### src/rtl/vga_timing_gen.sv
// -----------------------------------------------------------------------------
// vga_timing_gen
//
// Parametrised VGA raster timing generator. It produces the current pixel
// coordinates, the horizontal and vertical sync pulses, a display-active flag,
// line and frame start strobes, and a free-running frame counter.
//
// The raster only advances on clk edges where pix_en is high. This lets the
// block run from a system clock that is faster than the pixel clock.
//
// Every output is a register, and the sync and display flags line up with
// the coordinates presented in the same cycle. To get that alignment, the
// flags are computed from the *next* coordinates, before the coordinate
// registers are loaded.
//
// Ports
//   clk          in   system clock
//   rst_n        in   synchronous reset, ACTIVE-HIGH despite the name
//                     (1 = reset); it takes priority over pix_en
//   pix_en       in   pixel-clock enable; the raster advances only when high
//   x            out  current column, 0 .. H_TOTAL-1
//   y            out  current line,   0 .. V_TOTAL-1
//   h_sync       out  horizontal sync, asserted at the H_POL level
//   v_sync       out  vertical sync, asserted at the V_POL level
//   display_on   out  high while x < H_DISPLAY and y < V_DISPLAY
//   line_start   out  one-clk pulse coincident with the new x = 0 of a line
//   frame_start  out  one-clk pulse coincident with the new (0,0) of a frame
//   frame_cnt    out  completed frames, modulo 2^FRAME_W
// -----------------------------------------------------------------------------
module vga_timing_gen #(
    parameter int H_DISPLAY = 640,
    parameter int H_FRONT   = 16,
    parameter int H_SYNC    = 96,
    parameter int H_BACK    = 48,
    parameter int V_DISPLAY = 480,
    parameter int V_FRONT   = 10,
    parameter int V_SYNC    = 2,
    parameter int V_BACK    = 33,
    parameter int H_POL     = 0,
    parameter int V_POL     = 0,
    parameter int COORD_W   = 10,
    parameter int FRAME_W   = 8
) (
    input  logic               clk,
    input  logic               rst_n,
    input  logic               pix_en,
    output logic [COORD_W-1:0] x,
    output logic [COORD_W-1:0] y,
    output logic               h_sync,
    output logic               v_sync,
    output logic               display_on,
    output logic               line_start,
    output logic               frame_start,
    output logic [FRAME_W-1:0] frame_cnt
);

    localparam int H_TOTAL = H_DISPLAY + H_FRONT + H_SYNC + H_BACK;
    localparam int V_TOTAL = V_DISPLAY + V_FRONT + V_SYNC + V_BACK;

    // All compare points are folded to COORD_W-bit constants, so every
    // window test below is a plain unsigned compare against a constant.
    localparam logic [COORD_W-1:0] H_LAST       = COORD_W'(H_TOTAL - 1);
    localparam logic [COORD_W-1:0] V_LAST       = COORD_W'(V_TOTAL - 1);
    localparam logic [COORD_W-1:0] H_DISP_END   = COORD_W'(H_DISPLAY);
    localparam logic [COORD_W-1:0] V_DISP_END   = COORD_W'(V_DISPLAY);
    localparam logic [COORD_W-1:0] H_SYNC_FIRST = COORD_W'(H_DISPLAY + H_FRONT);
    localparam logic [COORD_W-1:0] H_SYNC_LAST  = COORD_W'(H_DISPLAY + H_FRONT + H_SYNC - 1);
    localparam logic [COORD_W-1:0] V_SYNC_FIRST = COORD_W'(V_DISPLAY + V_FRONT);
    localparam logic [COORD_W-1:0] V_SYNC_LAST  = COORD_W'(V_DISPLAY + V_FRONT + V_SYNC - 1);

    localparam logic H_ACT = (H_POL != 0);
    localparam logic V_ACT = (V_POL != 0);

    logic               x_wrap;
    logic               y_wrap;
    logic [COORD_W-1:0] x_next;
    logic [COORD_W-1:0] y_next;
    logic               h_sync_next;
    logic               v_sync_next;
    logic               display_next;

    // Next raster position, assuming pix_en is high. y moves only when x
    // wraps, so a frame wrap is the case where x and y wrap on the same edge.
    always_comb begin
        x_wrap = (x == H_LAST);
        y_wrap = (y == V_LAST);
        x_next = x_wrap ? '0 : x + COORD_W'(1);
        y_next = y;
        if (x_wrap) begin
            y_next = y_wrap ? '0 : y + COORD_W'(1);
        end
    end

    // The flags are decoded from the next position, so they are registered
    // on the same edge as the coordinates they describe and have zero skew.
    always_comb begin
        h_sync_next  = ((x_next >= H_SYNC_FIRST) && (x_next <= H_SYNC_LAST)) ? H_ACT : ~H_ACT;
        v_sync_next  = ((y_next >= V_SYNC_FIRST) && (y_next <= V_SYNC_LAST)) ? V_ACT : ~V_ACT;
        display_next = (x_next < H_DISP_END) && (y_next < V_DISP_END);
    end

    always_ff @(posedge clk) begin
        if (rst_n) begin
            x           <= '0;
            y           <= '0;
            h_sync      <= ~H_ACT;
            v_sync      <= ~V_ACT;
            display_on  <= 1'b1;
            line_start  <= 1'b0;
            frame_start <= 1'b0;
            frame_cnt   <= '0;
        end else begin
            // Strobes default low so they last exactly one clk, even when
            // the following edges have pix_en low.
            line_start  <= 1'b0;
            frame_start <= 1'b0;
            if (pix_en) begin
                x           <= x_next;
                y           <= y_next;
                h_sync      <= h_sync_next;
                v_sync      <= v_sync_next;
                display_on  <= display_next;
                line_start  <= x_wrap;
                frame_start <= x_wrap && y_wrap;
                if (x_wrap && y_wrap) begin
                    frame_cnt <= frame_cnt + FRAME_W'(1);
                end
            end
        end
    end

endmodule
### config.mk
export PLATFORM = sky130hd
export DESIGN_NAME = vga_timing_gen
export DESIGN_NICKNAME = d
export VERILOG_FILES = /design/src/rtl/vga_timing_gen.sv
export SDC_FILE = /design/constraint.sdc
export NUM_CORES = 1
export LEC_CHECK = 0
export CORE_MARGIN = 5
export CORE_UTILIZATION = 47
export DETAILED_ROUTE_END_ITERATION = 10
export PLACE_DENSITY = 0.75
export SYNTH_ARGS = -nofsm -noshare
export SYNTH_HDL_FRONTEND = slang
export SYNTH_SLANG_ARGS = --single-unit
### constraint.sdc
create_clock -name clk -period 2.1 [get_ports clk]
set_clock_uncertainty 0.15 [all_clocks]
set_input_delay 0.315 -clock clk [delete_from_list [all_inputs] [get_ports clk]]
set_output_delay 0.315 -clock clk [all_outputs]
set_load 0.005 [all_outputs]
==> reports/metrics.cfg <==
[synth]
netlist_top_cells_area=dfxtp_1 (34%), nor2_1 (5.0%), xnor2_1 (4.5%), a21oi_1 (4.4%), nand4_1 (3.9%)
synth_edf_count=0
synth.yosys.warnings=0
synth.cells.most_frequent=dfxtp_1 (33), nor2_1 (26), a21oi_1 (17), nand2_1 (17), nor3_1 (13)
yosys_register_bits=33
yosys.cell_types.count=52
synth.yosys.seq_area_share=0.3395
top_ff_cell_synth=dfxtp_1
synthArstFlopShare=0
synth.net_count=253
synth_area_sq_um=1946
area_leader_netlist=dfxtp_1
syn_avg_cell_area_sq_um=7.941
synth_cells=245
yosysTopAreaCellShare=0.3395
most_repeated_cell_in_the_gate_level_netlist_after_synthesis=dfxtp_1

[power]
power.density_nw_per_um2=494.4
leakage_uw=0.0009585
worst_ir_drop_vdd_mv=0.5747

[placement]
dpl_worst_slack_ps=46.26
hpwlAfterDp_mm=3.701
placed_cell_area_sq_um=2529
port_buffers=35
gp_congestion=0.9088

[worst_hold_path]
worstHoldPathCells=2
hold_class=reg2reg
min_to=display_on
hp-start=display_on

[global_routing]
globalRoute.totalOverflow=0
antenna_found_initial=0
grt_max_degree=36
grt_pass1_vias=1857
gr-usage-all-layers=0.2020
grt_first_pass_wirelength_mm=8.707

[critical_path]
slowest_stage=dfxtp_4
worst-r2r-setup-slack_ps=110
worstReg2RegStart=y[0]
crit_path_max_fanout=6
timing.critical_path.arrival_ps=2040
timing.critical_path.required_ps=2150
timing.reg2reg.worst_path_depth=7
worstSetupPathType=reg2reg
crit_start=y[0]
timing.rr.end=display_on
cpPeakStageDelay_ps=360
cpLargestDelayFamily=compound AO/OA/AOI/OAI gates
crit_path_cell_trace=inv_1 > ha_1 > and4bb_1 > and4_1 > o21ai_1 > a221o_1 > o41ai_2
startpoint_type=flop
worst_setup_path_end_kind=flop
worst-path-buf-inv=1

[clock_tree]
cts_buffers=5
ctsRootBufferMaster=clkbuf_8
max-clock-path-buffers=2
clock_insertion_delay_at_the_later_pin_of_the_skew_report_ps=290
cts_tree=done
clk_pin_slew_worst_paths_ps=70
cts_max_level=2
clock_sinks=33

[final_layout]
antenna-diode-count=0
share_of_post_route_cells_with_drive_strength_above_1=0.1776
area_delta_synth_final_pct=37.94
layout.core_utilization=0.6709
layout.cell_area.non_filler_sq_um=2684
net_count_of_the_finished_layout=311

[routing]
routed_wirelength_mm=5.253
via_count=2011
route.detailed.wl_per_inst_microns=14.84
initialDrtViolationCount=128
final_antenna_net_count=0
post-route-drc-count=0
drt-vias-per-instance=5.681
detail_route.first_pass.iterations=4

[sta]
setup_violations=0
final_critical_path_required_period_ps=1992
fmax_mhz=502.0
post-route-worst-setup-slack_ps=107.9
relSlewSlack=0.7666
holdWs_ps=346.0
timing.final.hold_violations=0
report.final.slew_viol_count=0
period_utilization=0.9486
worstMarginPinSlew_ps=346.9

[floorplanning]
horizontal_extent_of_the_die_microns=74.34
die_height_microns=74.34
design.portCount=36
dieArea_sq_um=5526
floorplan.core_area_sq_um=4000
std_cell_rows=23
floorplan.initialDensity=0.4864

[outcome]
status=finished clean

[flow_run]
max-cap-violations=0

## sequential cells by signal, indices dropped and copies added (netlist names)
register / flops
display_on: 1
frame_cnt: 8
x: 10
y: 10
line_start: 1
frame_start: 1
v_sync: 1
h_sync: 1
## final cells by class
| cell class | count | area, sq um |
|---|---|---|
| clock buffer | 7 | 86.33 |
| clock inverter | 1 | 30.03 |
| fill | 336 | 1316 |
| inverter | 7 | 26.28 |
| multi-input combinational | 185 | 1180 |
| sequential | 33 | 665.6 |
| tap | 50 | 62.56 |
| timing repair buffer | 71 | 633.1 |
## how the worst max path moves through the flow
stage / endpoint / slack [ps] / cells after the start
2_1_floorplan: v_sync / 10 / 7
3_3_place_gp: display_on / 70 / 6
3_5_place_dp: display_on / 50 / 6
4_1_cts: display_on / 30 / 6
5_1_grt: frame_cnt[5] / -9 / 7
6_report: display_on / 110 / 7
## cells in the final DEF (no fill, tap or decap), types with 2 or more instances in the layout
master,n
clkdlybuf4s50_1,35
buf_4,35
dfxtp_1,31
nor2_1,26
a21oi_1,17
nand2_1,17
nor3_1,13
nand4_1,12
nand3_1,10
xnor2_1,10
o21ai_0,10
inv_1,6
clkbuf_8,6
nor4_1,5
ha_1,5
mux2i_1,4
xor2_1,4
and3_1,4
and4_1,3
and2_1,3
or3_1,3
a211oi_1,2
and3b_1,2
or4_1,2
o211ai_1,2
a32o_1,2
a21o_1,2
nand4b_1,2
nor3b_1,2
## cell families after synthesis
group                      after synthesis  share of synthesized area
AOI/OAI and AO/OA                       49                     0.1653
muxes                                    5                    0.02637
buffers and inverters                   27                    0.06238
xor gates and xnor gates                14                    0.06302
adders and majority gates                5                    0.03215
DFF                                     33                     0.3395
and+or+nand+nor                        112                     0.3113
## where the power goes
| group | internal, uW | switching [uW] |
|---|---|---|
| sequential | 629 | 2.99 |
| clock | 387 | 243 |
| combinational | 30.5 | 35.2 |
## layer usage
metal  up-vias  routed length [microns]  GRT usage  part of all wire
met2        57                     2391     0.3110              0.46
li1       1013                        -          -                 -
met4         0                       84    0.07905             0.016
met5         -                        0          0                 0
met3         9                      270    0.04595             0.051
met1       932                     2507     0.2751              0.48
## worst reg2reg max path: cells and delay by family (launching register included)
| family | cells | cell delay, ps |
|---|---|---|
| DFF | 1 | 360 |
| adders and majority gates | 1 | 130 |
| and+or+nand+nor | 2 | 500 |
| AOI/OAI and AO/OA | 3 | 690 |
| buffers and inverters | 1 | 70 |
## timing repair
item	4_1_cts	5_1_grt
endpoints found under the setup margin	0	3
resized for setup	0	4
setup buffers	0	3
hold buffers	0	0
hold endpoints to repair	0	0
## per-stage QoR
| step | total power, uW | instances | TNS, ps |
|---|---|---|---|
| after floorplan | 675.0 | 245 | 0 |
| after global placement | 709.7 | 343 | 0 |
| after detailed placement | 710.7 | 343 | 0 |
| after CTS | 1340 | 351 | 0 |
| after global routing | 1374 | 354 | -8.697 |
| final | 1327 | 354 | 0 |
(Power assumes the default switching activity.)
